[src/rtl/mmio_uart_tx.sv]
// -----------------------------------------------------------------------------
// mmio_uart_tx
//   Memory-mapped 8N1 UART transmitter on the CPU data port. A 16-byte window
//   at BASE_ADDR holds four word registers selected by addr_i[3:2]:
//     0 TXDATA   : write pushes wdata_i[7:0] into the TX FIFO, reads 0
//     1 STATUS   : {level[15:8], irq_en[4], ovf[3], empty[2], full[1], busy[0]}
//                  writes: bit3=1 clears OVF, bit4 sets IRQ_EN
//     2 BAUD_DIV : clocks per bit (16 bits, a write of 0 stores 1)
//     3 reserved : reads 0, writes ignored
//
// Ports
//   clk, rst_n  : clock, asynchronous active-low reset
//   addr_i      : CPU data address
//   wdata_i     : CPU write data
//   wr_i        : write qualifier, meaningful only with strobe_i
//   strobe_i    : one-cycle data access strobe
//   rdata_o     : registered read data, updated by read hits only
//   hit_o       : high for the cycle after a strobe that hit the window
//   tx_o        : registered serial output, idles high
//   irq_o       : high while FIFO level <= FIFO_DEPTH/2 and IRQ_EN is set
// -----------------------------------------------------------------------------
module mmio_uart_tx #(
   parameter logic [31:0] BASE_ADDR    = 32'h1000_0000,
   parameter int unsigned FIFO_DEPTH   = 8,
   parameter logic [15:0] CLKS_PER_BIT = 16'd868
) (
   input  logic        clk,
   input  logic        rst_n,
   input  logic [31:0] addr_i,
   input  logic [31:0] wdata_i,
   input  logic        wr_i,
   input  logic        strobe_i,
   output logic [31:0] rdata_o,
   output logic        hit_o,
   output logic        tx_o,
   output logic        irq_o
);

   localparam int unsigned AW       = $clog2(FIFO_DEPTH);
   localparam logic [1:0]  REG_TX   = 2'd0;
   localparam logic [1:0]  REG_STAT = 2'd1;
   localparam logic [1:0]  REG_BAUD = 2'd2;
   localparam logic [8:0]  HALF     = 9'(FIFO_DEPTH / 2);

   typedef enum logic [1:0] {
      S_IDLE,
      S_START,
      S_DATA,
      S_STOP
   } state_t;

   // ---------------------------------------------------------------- decode
   logic       hit;
   logic       wr_hit;
   logic       rd_hit;
   logic [1:0] sel;
   logic       push_req;
   logic       unused_bits;

   assign hit      = strobe_i && (addr_i[31:4] == BASE_ADDR[31:4]);
   assign sel      = addr_i[3:2];
   assign wr_hit   = hit && wr_i;
   assign rd_hit   = hit && !wr_i;
   assign push_req = wr_hit && (sel == REG_TX);

   assign unused_bits = ^{addr_i[1:0], wdata_i[31:16]};

   // ------------------------------------------------------------ registers
   logic [31:0] rdata_q;
   logic        hit_q;
   logic [15:0] baud_div_q;
   logic        irq_en_q;
   logic        ovf_q;

   // ----------------------------------------------------------------- FIFO
   // One extra pointer bit distinguishes full from empty when the
   // index bits match.
   logic [7:0]  mem_q [FIFO_DEPTH];
   logic [AW:0] wr_ptr_q;
   logic [AW:0] rd_ptr_q;
   logic [AW:0] level;
   logic [8:0]  level9;
   logic        fifo_empty;
   logic        fifo_full;
   logic        push_ok;
   logic        pop;
   logic [7:0]  fifo_rdata;

   assign fifo_empty = (wr_ptr_q == rd_ptr_q);
   assign fifo_full  = (wr_ptr_q[AW] != rd_ptr_q[AW]) &&
                       (wr_ptr_q[AW-1:0] == rd_ptr_q[AW-1:0]);
   assign level      = wr_ptr_q - rd_ptr_q;
   assign level9     = 9'(level);
   assign fifo_rdata = mem_q[rd_ptr_q[AW-1:0]];
   // A full FIFO still takes a byte when the transmitter frees a slot
   // on the same edge.
   assign push_ok    = push_req && (!fifo_full || pop);

   // ---------------------------------------------------------- transmitter
   state_t      state_q,    state_d;
   logic [7:0]  shift_q,    shift_d;
   logic [15:0] bit_div_q,  bit_div_d;
   logic [15:0] baud_cnt_q, baud_cnt_d;
   logic [2:0]  bit_idx_q,  bit_idx_d;
   logic        tx_q,       tx_d;
   logic        busy;

   // ----------------------------------------------------- read data mux
   logic [31:0] status_word;
   logic [31:0] rd_mux;

   assign status_word = {16'h0000, level9[7:0], 3'b000,
                         irq_en_q, ovf_q, fifo_empty, fifo_full, busy};

   always_comb begin
      rd_mux = '0;
      case (sel)
         REG_STAT: rd_mux = status_word;
         REG_BAUD: rd_mux = {16'h0000, baud_div_q};
         default:  rd_mux = '0;
      endcase
   end

   // ------------------------------------------------- CSR / bus sequential
   always_ff @(posedge clk or negedge rst_n) begin
      if (!rst_n) begin
         rdata_q    <= '0;
         hit_q      <= 1'b0;
         baud_div_q <= CLKS_PER_BIT;
         irq_en_q   <= 1'b0;
         ovf_q      <= 1'b0;
         wr_ptr_q   <= '0;
         rd_ptr_q   <= '0;
      end else begin
         hit_q <= hit;
         if (rd_hit) begin
            rdata_q <= rd_mux;
         end
         if (wr_hit && (sel == REG_BAUD)) begin
            baud_div_q <= (wdata_i[15:0] == 16'h0000) ? 16'd1 : wdata_i[15:0];
         end
         if (wr_hit && (sel == REG_STAT)) begin
            irq_en_q <= wdata_i[4];
         end
         // A dropped byte outranks a simultaneous W1C.
         if (push_req && !push_ok) begin
            ovf_q <= 1'b1;
         end else if (wr_hit && (sel == REG_STAT) && wdata_i[3]) begin
            ovf_q <= 1'b0;
         end
         if (push_ok) begin
            wr_ptr_q <= wr_ptr_q + {{AW{1'b0}}, 1'b1};
         end
         if (pop) begin
            rd_ptr_q <= rd_ptr_q + {{AW{1'b0}}, 1'b1};
         end
      end
   end

   // FIFO storage needs no reset: pointers define what is valid.
   always_ff @(posedge clk) begin
      if (push_ok) begin
         mem_q[wr_ptr_q[AW-1:0]] <= wdata_i[7:0];
      end
   end

   // --------------------------------------------------- FSM state register
   always_ff @(posedge clk or negedge rst_n) begin
      if (!rst_n) begin
         state_q    <= S_IDLE;
         shift_q    <= '0;
         bit_div_q  <= '0;
         baud_cnt_q <= '0;
         bit_idx_q  <= '0;
         tx_q       <= 1'b1;
      end else begin
         state_q    <= state_d;
         shift_q    <= shift_d;
         bit_div_q  <= bit_div_d;
         baud_cnt_q <= baud_cnt_d;
         bit_idx_q  <= bit_idx_d;
         tx_q       <= tx_d;
      end
   end

   // ------------------------------------------------------- FSM next state
   always_comb begin
      state_d    = state_q;
      shift_d    = shift_q;
      bit_div_d  = bit_div_q;
      baud_cnt_d = baud_cnt_q;
      bit_idx_d  = bit_idx_q;
      case (state_q)
         S_IDLE: begin
            if (!fifo_empty) begin
               state_d    = S_START;
               shift_d    = fifo_rdata;
               bit_div_d  = baud_div_q;
               baud_cnt_d = baud_div_q - 16'd1;
            end
         end
         S_START: begin
            if (baud_cnt_q == 16'd0) begin
               state_d    = S_DATA;
               bit_idx_d  = 3'd0;
               baud_cnt_d = bit_div_q - 16'd1;
            end else begin
               baud_cnt_d = baud_cnt_q - 16'd1;
            end
         end
         S_DATA: begin
            if (baud_cnt_q == 16'd0) begin
               baud_cnt_d = bit_div_q - 16'd1;
               if (bit_idx_q == 3'd7) begin
                  state_d = S_STOP;
               end else begin
                  shift_d   = {1'b0, shift_q[7:1]};
                  bit_idx_d = bit_idx_q + 3'd1;
               end
            end else begin
               baud_cnt_d = baud_cnt_q - 16'd1;
            end
         end
         S_STOP: begin
            if (baud_cnt_q == 16'd0) begin
               if (!fifo_empty) begin
                  // Back-to-back frame: reload straight into START.
                  state_d    = S_START;
                  shift_d    = fifo_rdata;
                  bit_div_d  = baud_div_q;
                  baud_cnt_d = baud_div_q - 16'd1;
               end else begin
                  state_d = S_IDLE;
               end
            end else begin
               baud_cnt_d = baud_cnt_q - 16'd1;
            end
         end
         default: state_d = S_IDLE;
      endcase
   end

   // ----------------------------------------------------------- FSM outputs
   // tx is derived from the next state so the line moves on the same edge
   // as the state change, keeping the output registered without a lag.
   always_comb begin
      pop  = (state_d == S_START) && ((state_q == S_IDLE) || (state_q == S_STOP));
      busy = (state_q != S_IDLE);
      case (state_d)
         S_START: tx_d = 1'b0;
         S_DATA:  tx_d = shift_d[0];
         default: tx_d = 1'b1;
      endcase
   end

   // ---------------------------------------------------------------- outputs
   assign rdata_o = rdata_q;
   assign hit_o   = hit_q;
   assign tx_o    = tx_q;
   assign irq_o   = irq_en_q && (level9 <= HALF);

endmodule
[config.mk]
export PLATFORM = sky130hd
export DESIGN_NAME = mmio_uart_tx
export DESIGN_NICKNAME = d
export VERILOG_FILES = /design/src/rtl/mmio_uart_tx.sv
export SDC_FILE = /design/constraint.sdc
export NUM_CORES = 1
export LEC_CHECK = 0
export CAP_MARGIN = 20
export CORE_MARGIN = 2
export CORE_UTILIZATION = 60
export CTS_BUF_LIST = sky130_fd_sc_hd__clkbuf_16
export CTS_CLUSTER_DIAMETER = 200
export DETAILED_ROUTE_END_ITERATION = 12
export DONT_BUFFER_PORTS = 1
export GPL_TIMING_DRIVEN = 0
export PLACE_DENSITY = 0.86
export SYNTH_ARGS = -nofsm -noshare
export SYNTH_HDL_FRONTEND = slang
export SYNTH_SLANG_ARGS = --single-unit
export TNS_END_PERCENT = 1
[constraint.sdc]
create_clock -name clk -period 3.9 [get_ports clk]
set_input_delay 0.195 -clock clk [delete_from_list [all_inputs] [get_ports clk]]
set_output_delay 0.195 -clock clk [all_outputs]
set_load 0.02 [all_outputs]
# Word level (Yosys, flattened, before mapping)
# Memories as Yosys holds them, arrays and structs flattened.
# Index checks and enable logic that the tools add are counted.
# classes
add_sub_neg	7
order_cmp	1
eq_ne	16
muxes	30
n_reduce_logical	30
# ops
operator	n
$mux 16	6
$pmux 16 s2	2
$pmux 16 s3	1
$sub 16x1->16 const B	3
$logic_not 16->1	2
$mux 8	4
$eq 28x25->1 const B	1
$pmux 8 s3	1
$logic_and 1x1->1	12
$mux 2	5
$mux 3	3
$add 4x1->4 const B	2
$eq 2x2->1 const B	4
$ne 2x2->1 const B	4
$pmux 2 s4	1
$reduce_and 4->1	2
$reduce_bool 2->1	4
$eq 2x1->1 const B	3
$pmux 3 s2	1
$mux 1	5
$eq 4x4->1	1
$le 4x3->1 const B	1
$logic_not 2->1	2
$sub 4x4->4	1
10 further kinds	13
# totals
register_bits	105
ram_bits	64
input_bits	68
out_inout_bits	35
elab_cells	99
n_memories	1
# memory_table
name	depth	word_bits	read_ports	rd_clocked_by_memory_dff	write_ports	line_no	text
mem_q	8	8	1	0	1	78	logic [7:0] mem_q [FIFO_DEPTH];

# Longest topological paths before layout
# logic_depth
ltp_word	11
mapped_depth	11
depth_no_buf	8

# Least setup slack after synthesis
# OpenSTA, ideal clock, no wires.
# synth_timing
path_kind	reg2reg
startpoint	reg rd_ptr_q[1]
endpoint	mem mem_q[1][0], enable pin
setup_time_ns	0.380
arrival_time_ns	2.968
required_ns	3.520
path_slack_ns	0.552
stages_incl_launch_ff	11
path_buffers	2
period_less_slack_ns	3.348
path_cell_list	dfrtp_1 > clkbuf_1 > buf_1 > inv_1 > ha_1 > nand3_1 > nor3_1 > o32ai_1 > o32ai_2 > a21boi_4 > nor4b_2
# synth_via
elab_chain_cells	10
elab_cells_between_ends	14
classes_between	eq/ne (3); mux (6); reduce/logical (5)
# synth_lines
element	line_no	text
start, declared	80	logic [AW:0] rd_ptr_q;
start signal, assigned	155	rd_ptr_q <= rd_ptr_q + {{AW{1'b0}}, 1'b1};
$eq 4x4->1	89	assign fifo_empty = (wr_ptr_q == rd_ptr_q);
$mux 1	226	if (!fifo_empty) begin
$mux 2	225	if (baud_cnt_q == 16'd0) begin
$pmux 2 s4	193	case (state_q)
$eq 2x1->1	247	pop = (state_d == S_START) && ((state_q == S_IDLE) || (state_q == S_STOP));
$logic_and 1x1->1	247	
$logic_or 1x1->1 (*)	97	assign push_ok = push_req && (!fifo_full || pop);
$logic_and 1x1->1 (*)	97	
$mux 1 (*)	162	if (push_ok) begin
$mux 1 (implied by the code) (*)	163	mem_q[wr_ptr_q[AW-1:0]] <= wdata_i[7:0];
end, declared	78	
# Every way passes the cells marked *; elsewhere a longest branch is shown, timed or not.

# Final worst setup path
# layout_timing
startpoint	reg rd_ptr_q[1]
endpoint	reg baud_cnt_q[0]
# layout_via
elab_chain_cells	4
# layout_lines
element	line_no	text
$eq 4x4->1 (*)	89	
$mux 16 (*)	-	
$mux 16	-	
$pmux 16 s3 (*)	-	
net baud_cnt_d[0]	103	logic [15:0] baud_cnt_q, baud_cnt_d;
end signal, assigned	180	baud_cnt_q <= baud_cnt_d;
end, declared	103	
# Mark *: on every way through the listed nets, which the timed path passes. The rest lies on a longest branch.
# A chain may end at the register's enable or synchronous reset.

==> metrics.txt <==
# TYPE chip_impl_metric gauge
chip_impl_info{name="status",value="finished, final reports clean"} 1
chip_impl_metric{name="power.net_switching",unit="uW"} 879
chip_impl_metric{name="seq_power_share",unit="%"} 49.6
chip_impl_metric{name="area.growth.synth_to_final",unit="%"} 14.4
chip_impl_metric{name="tritoncts_num_sinks",unit=""} 153
chip_impl_info{name="worst_setup_path_startpoint",value="rd_ptr_q[1]"} 1
chip_impl_metric{name="floorplan.initialDensity",unit="%"} 61.0
chip_impl_metric{name="dp_hpwl",unit="um"} 13800
chip_impl_metric{name="filler_cells",unit=""} 813
chip_impl_metric{name="hold_viol",unit=""} 0
chip_impl_metric{name="ys_ff_latch",unit=""} 153
chip_impl_metric{name="max_clock_freq",unit="MHz"} 257
chip_impl_metric{name="p_int",unit="mW"} 2.70
chip_impl_metric{name="placement.io_buffers",unit=""} 0
chip_impl_metric{name="grt_overflow_total",unit=""} 0
chip_impl_metric{name="floorplan.die.width",unit="um"} 120
chip_impl_metric{name="grt_start_max_net_pins",unit=""} 90
chip_impl_info{name="critical_path.reg2reg.startpoint",value="rd_ptr_q[1]"} 1
chip_impl_info{name="root_buffer",value="sky130_fd_sc_hd__clkbuf_16"} 1
chip_impl_info{name="critical-path-slowest-cell",value="sky130_fd_sc_hd__clkbuf_1"} 1
chip_impl_metric{name="timing.final.max_slew_violations",unit=""} 0
chip_impl_metric{name="height_of_the_die",unit="um"} 120
chip_impl_metric{name="detail-route-antenna-nets",unit=""} 0
chip_impl_metric{name="static-leakage-power",unit="nW"} 3.71
chip_impl_metric{name="drtIter0Drc",unit=""} 702
chip_impl_metric{name="timing.critical_path.arrival",unit="ns"} 4.16
chip_impl_metric{name="clk_transition_reported_paths",unit="ns"} 0.07
chip_impl_metric{name="final_period_minus_worst_setup_slack",unit="ns"} 3.88
chip_impl_metric{name="comb_power_share",unit="%"} 5.0
chip_impl_info{name="crit_path_capture_type",value="flop"} 1
chip_impl_metric{name="antenna_diode_instance_count",unit=""} 0
chip_impl_metric{name="worstMarginPinSlew",unit="ns"} 0.866
chip_impl_metric{name="fin_crit_sh",unit="%"} 99.6
chip_impl_info{name="hold_path_class",value="input port to flop"} 1
chip_impl_metric{name="drt_pre_antenna_iters",unit=""} 9
chip_impl_metric{name="routed_length_per_placed_instance",unit="um"} 24.1
chip_impl_info{name="worstPathCellList",value="clkbuf_2, buf_2, inv_1, ha_1, nand3_1, nor2_1, clkbuf_1, clkbuf_1, nor2_1, a21oi_1, o22ai_1"} 1
chip_impl_metric{name="cp_slowest_stage_delay",unit="ns"} 0.59
chip_impl_info{name="tritoncts",value="built"} 1
chip_impl_metric{name="cts.htree.levels",unit=""} 4
chip_impl_metric{name="route.detailed.drc",unit=""} 0
chip_impl_metric{name="core",unit="sq um"} 13200
chip_impl_metric{name="crit_required",unit="ns"} 4.18
chip_impl_metric{name="power_switching_share",unit="%"} 24.6
chip_impl_metric{name="post_synth_instance_area",unit="sq um"} 8040
chip_impl_metric{name="fin_ws",unit="ns"} 0.0163
chip_impl_metric{name="synth_enable_flop_cells",unit=""} 64
chip_impl_metric{name="synthesis.instances",unit=""} 700
chip_impl_metric{name="mean_number_of_vias_per_cell",unit=""} 6.85
chip_impl_metric{name="reg2reg_setup_slack",unit="ns"} 0.02
chip_impl_info{name="rsz0062_at_grt",value="true"} 1
chip_impl_metric{name="yosysWarnings",unit=""} 0
chip_impl_metric{name="clock_power_share",unit="%"} 45.4
chip_impl_metric{name="peakVddDrop",unit="mV"} 0.314
chip_impl_metric{name="clockBufferDepth",unit=""} 2
chip_impl_metric{name="globalRouteTotalUtil",unit="%"} 32.6
chip_impl_metric{name="synthDistinctLibCells",unit=""} 70
chip_impl_metric{name="number_of_antenna_violations_at_the_first_check_in_global_routing",unit=""} 0
chip_impl_metric{name="crit_buf_inv",unit=""} 5
chip_impl_metric{name="ports_placed_on_the_boundary",unit=""} 103
chip_impl_metric{name="gpl.final_weighted_congestion",unit=""} 0.931
chip_impl_metric{name="cell_area_placed",unit="sq um"} 8320
chip_impl_metric{name="seq_area_frac_synth",unit="%"} 51.7
chip_impl_metric{name="via_count",unit=""} 6495
chip_impl_info{name="worstSetupPathType",value="flop to flop"} 1
chip_impl_metric{name="drive_gt1_share",unit="%"} 17.0
chip_impl_metric{name="fin_skew",unit="ns"} 0.0101
chip_impl_metric{name="slew_limit_headroom",unit="%"} 42.3
chip_impl_metric{name="setup_violations",unit=""} 0
chip_impl_info{name="critPathLaunchType",value="flop"} 1
chip_impl_info{name="critPathTopFamily",value="buffers and inverters"} 1
chip_impl_metric{name="power.density_cell_area",unit="nW/um^2"} 388
chip_impl_metric{name="totalWireLength",unit="um"} 22800
chip_impl_info{name="worstHoldStart",value="wdata_i[7]"} 1
chip_impl_metric{name="clkLatencyLatePin",unit="ns"} 0.44
chip_impl_metric{name="post_synth.cell_area_avg",unit="sq um"} 11.5
chip_impl_metric{name="place_worst_setup_slack",unit="ns"} -0.585
chip_impl_metric{name="die_area",unit="sq um"} 14300
chip_impl_metric{name="cts_made_buffers",unit=""} 17
chip_impl_metric{name="grt_pass1_vias",unit=""} 6453
chip_impl_metric{name="first_pass_grt_wire_length",unit="um"} 35000
chip_impl_metric{name="finalNetCount",unit=""} 846
chip_impl_metric{name="fin_area",unit="sq um"} 9200
chip_impl_metric{name="async_flop_share",unit="%"} 58.2
chip_impl_metric{name="timing.max_cap.violations",unit=""} 0
chip_impl_metric{name="critPathMaxFanout",unit=""} 10
chip_impl_metric{name="fp-row-count",unit=""} 42
chip_impl_info{name="synth_top_flop_cell",value="sky130_fd_sc_hd__dfrtp_1"} 1
==> stage by stage <==
| step | TNS (ns) | hold WS, ns | utilization, % | cells | power (mW) |
|---|---|---|---|---|---|
| 4_1_cts | 0 | 0.0153 | 69.5 | 947 | 3.54 |
| 2_1_floorplan | 0 | -0.101 | - | 715 | 1.90 |
| 5_1_grt | -0.450 | 0.106 | 69.8 | 948 | 3.65 |
| 3_3_place_gp | -5.39 | -0.0955 | 63.1 | 891 | 1.92 |
| 6_report | 0 | 0.102 | 69.8 | 948 | 3.57 |
| 3_5_place_dp | -14.35 | -0.0949 | 63.1 | 891 | 1.93 |
==> power by group through the flow <==
| stage | clock network (mW) | registers (mW) | logic (mW) |
|---|---|---|---|
| floorplan | 0 | 1.79 | 0.111 |
| global placement | 0 | 1.80 | 0.120 |
| detailed placement | 0 | 1.80 | 0.126 |
| CTS | 1.59 | 1.77 | 0.176 |
| global route | 1.67 | 1.78 | 0.202 |
| finish | 1.62 | 1.77 | 0.180 |
==> flip-flops by register name (all words and copies together) (netlist names), 4 cells and up <==
| signal | cells |
|---|---|
| rd_ptr_q | 4 |
| bit_div_q | 16 |
| shift_q | 8 |
| baud_cnt_q | 16 |
| mem_q | 64 |
| rdata_o | 16 |
| wr_ptr_q | 4 |
| baud_div_q | 16 |
==> path summary, 6_finish.rpt <==
| kind | end | cells after the start |
|---|---|---|
| min in group asynchronous | baud_cnt_q[10] | 2 |
| max in group asynchronous | baud_div_q[9] | 2 |
| worst min register to register | shift_q[2] | 2 |
| worst min-delay path | baud_div_q[0] | 3 |
| worst max register to register | baud_cnt_q[0] | 11 |
| worst max-delay path | baud_cnt_q[0] | 11 |
==> routing by layer <==
metal	up-vias	GRT usage (%)	wire (um)
met5	-	0	0
met4	0	17.0	1380
met3	139	8.37	2190
met2	506	55.0	11200
met1	3163	38.5	8090
li1	2687	-	-
==> kinds of logic after synthesis <==
group / after synthesis / synth area share (%)
simple gates: 214 / 13.5
flops: 153 / 51.7
compound gates: 135 / 11.7
buf+inv: 75 / 4.65
mux: 57 / 10.3
xor+xnor: 46 / 5.01
fa+ha+maj: 19 / 3.05
other cells: 1 / 0.0466
==> Yosys cell counts, drive strengths merged, types with 2 or more instances <==
cell type | count | share of area [%]
and3 | 5 | 0.39
mux4 | 16 | 4.5
edfxtp | 64 | 24
and4 | 2 | 0.22
nand3 | 8 | 0.50
ha | 18 | 2.8
nor2 | 57 | 2.7
o41ai | 2 | 0.22
clkbuf | 28 | 1.3
or4 | 10 | 0.98
o211ai | 5 | 0.47
mux2i | 10 | 1.2
a21o | 2 | 0.19
mux2 | 31 | 4.6
a41oi | 2 | 0.22
o22ai | 7 | 0.54
nor4 | 22 | 1.7
o31ai | 8 | 0.75
and3b | 3 | 0.33
a211oi | 9 | 1.0
dfstp | 6 | 2.0
o21ai | 37 | 2.3
nor3 | 15 | 0.93
dfrtp | 83 | 26
a211o | 3 | 0.33
a22o | 3 | 0.33
nand3b | 2 | 0.19
nor4b | 6 | 0.81
xor2 | 26 | 2.8
or3 | 3 | 0.23
nor3b | 3 | 0.42
a21oi | 21 | 1.4
nand4b | 2 | 0.22
a22oi | 18 | 1.7
nand4 | 2 | 0.16
inv | 20 | 0.93
nand2 | 70 | 3.3
buf | 26 | 2.4
xnor2 | 20 | 2.2
o32ai | 8 | 0.96
==> placed cells by master, fill, tap and decap left out, types with 21 or more instances in the layout <==
| cell type | Yosys | routed |
|---|---|---|
| sky130_fd_sc_hd__nor2_1 | 57 | 57 |
| sky130_fd_sc_hd__o21ai_0 | 36 | 36 |
| sky130_fd_sc_hd__clkbuf_1 | 28 | 27 |
| sky130_fd_sc_hd__nand2_1 | 70 | 70 |
| sky130_fd_sc_hd__edfxtp_1 | 64 | 64 |
| sky130_fd_sc_hd__dlygate4sd3_1 | 0 | 21 |
| sky130_fd_sc_hd__nor4_1 | 22 | 22 |
| sky130_fd_sc_hd__dfrtp_1 | 83 | 83 |
| sky130_fd_sc_hd__mux2_2 | 24 | 24 |
| sky130_fd_sc_hd__xor2_1 | 26 | 26 |
==> worst min-delay path: cells and delay by family <==
| kind | cells | cell delay (ns) |
|---|---|---|
| AO/OA/AOI/OAI | 2 | 0.24 |
| AND/OR/NAND/NOR | 1 | 0.04 |
==> layout make-up <==
| cell class | instances | area, sq um | area share (%) |
|---|---|---|---|
| Buffer | 54 | 298 | 3.24 |
| Clock buffer | 17 | 425 | 4.62 |
| Clock inverter | 15 | 140 | 1.52 |
| Inverter | 21 | 78.8 | 0.857 |
| Multi-Input combinational cell | 487 | 3610 | 39.2 |
| Sequential cell | 153 | 4160 | 45.2 |
| Tap cell | 176 | 220 | 2.39 |
| Timing Repair Buffer | 25 | 273 | 2.96 |
==> repair_timing <==
action,4_1_cts,5_1_grt
resized for setup,4,7
hold buffers,21,1
endpoints found under the hold margin,171,1
setup buffers,3,0
endpoints found under the setup margin,74,57
No activity file was read; power rests on OpenSTA's default activity.
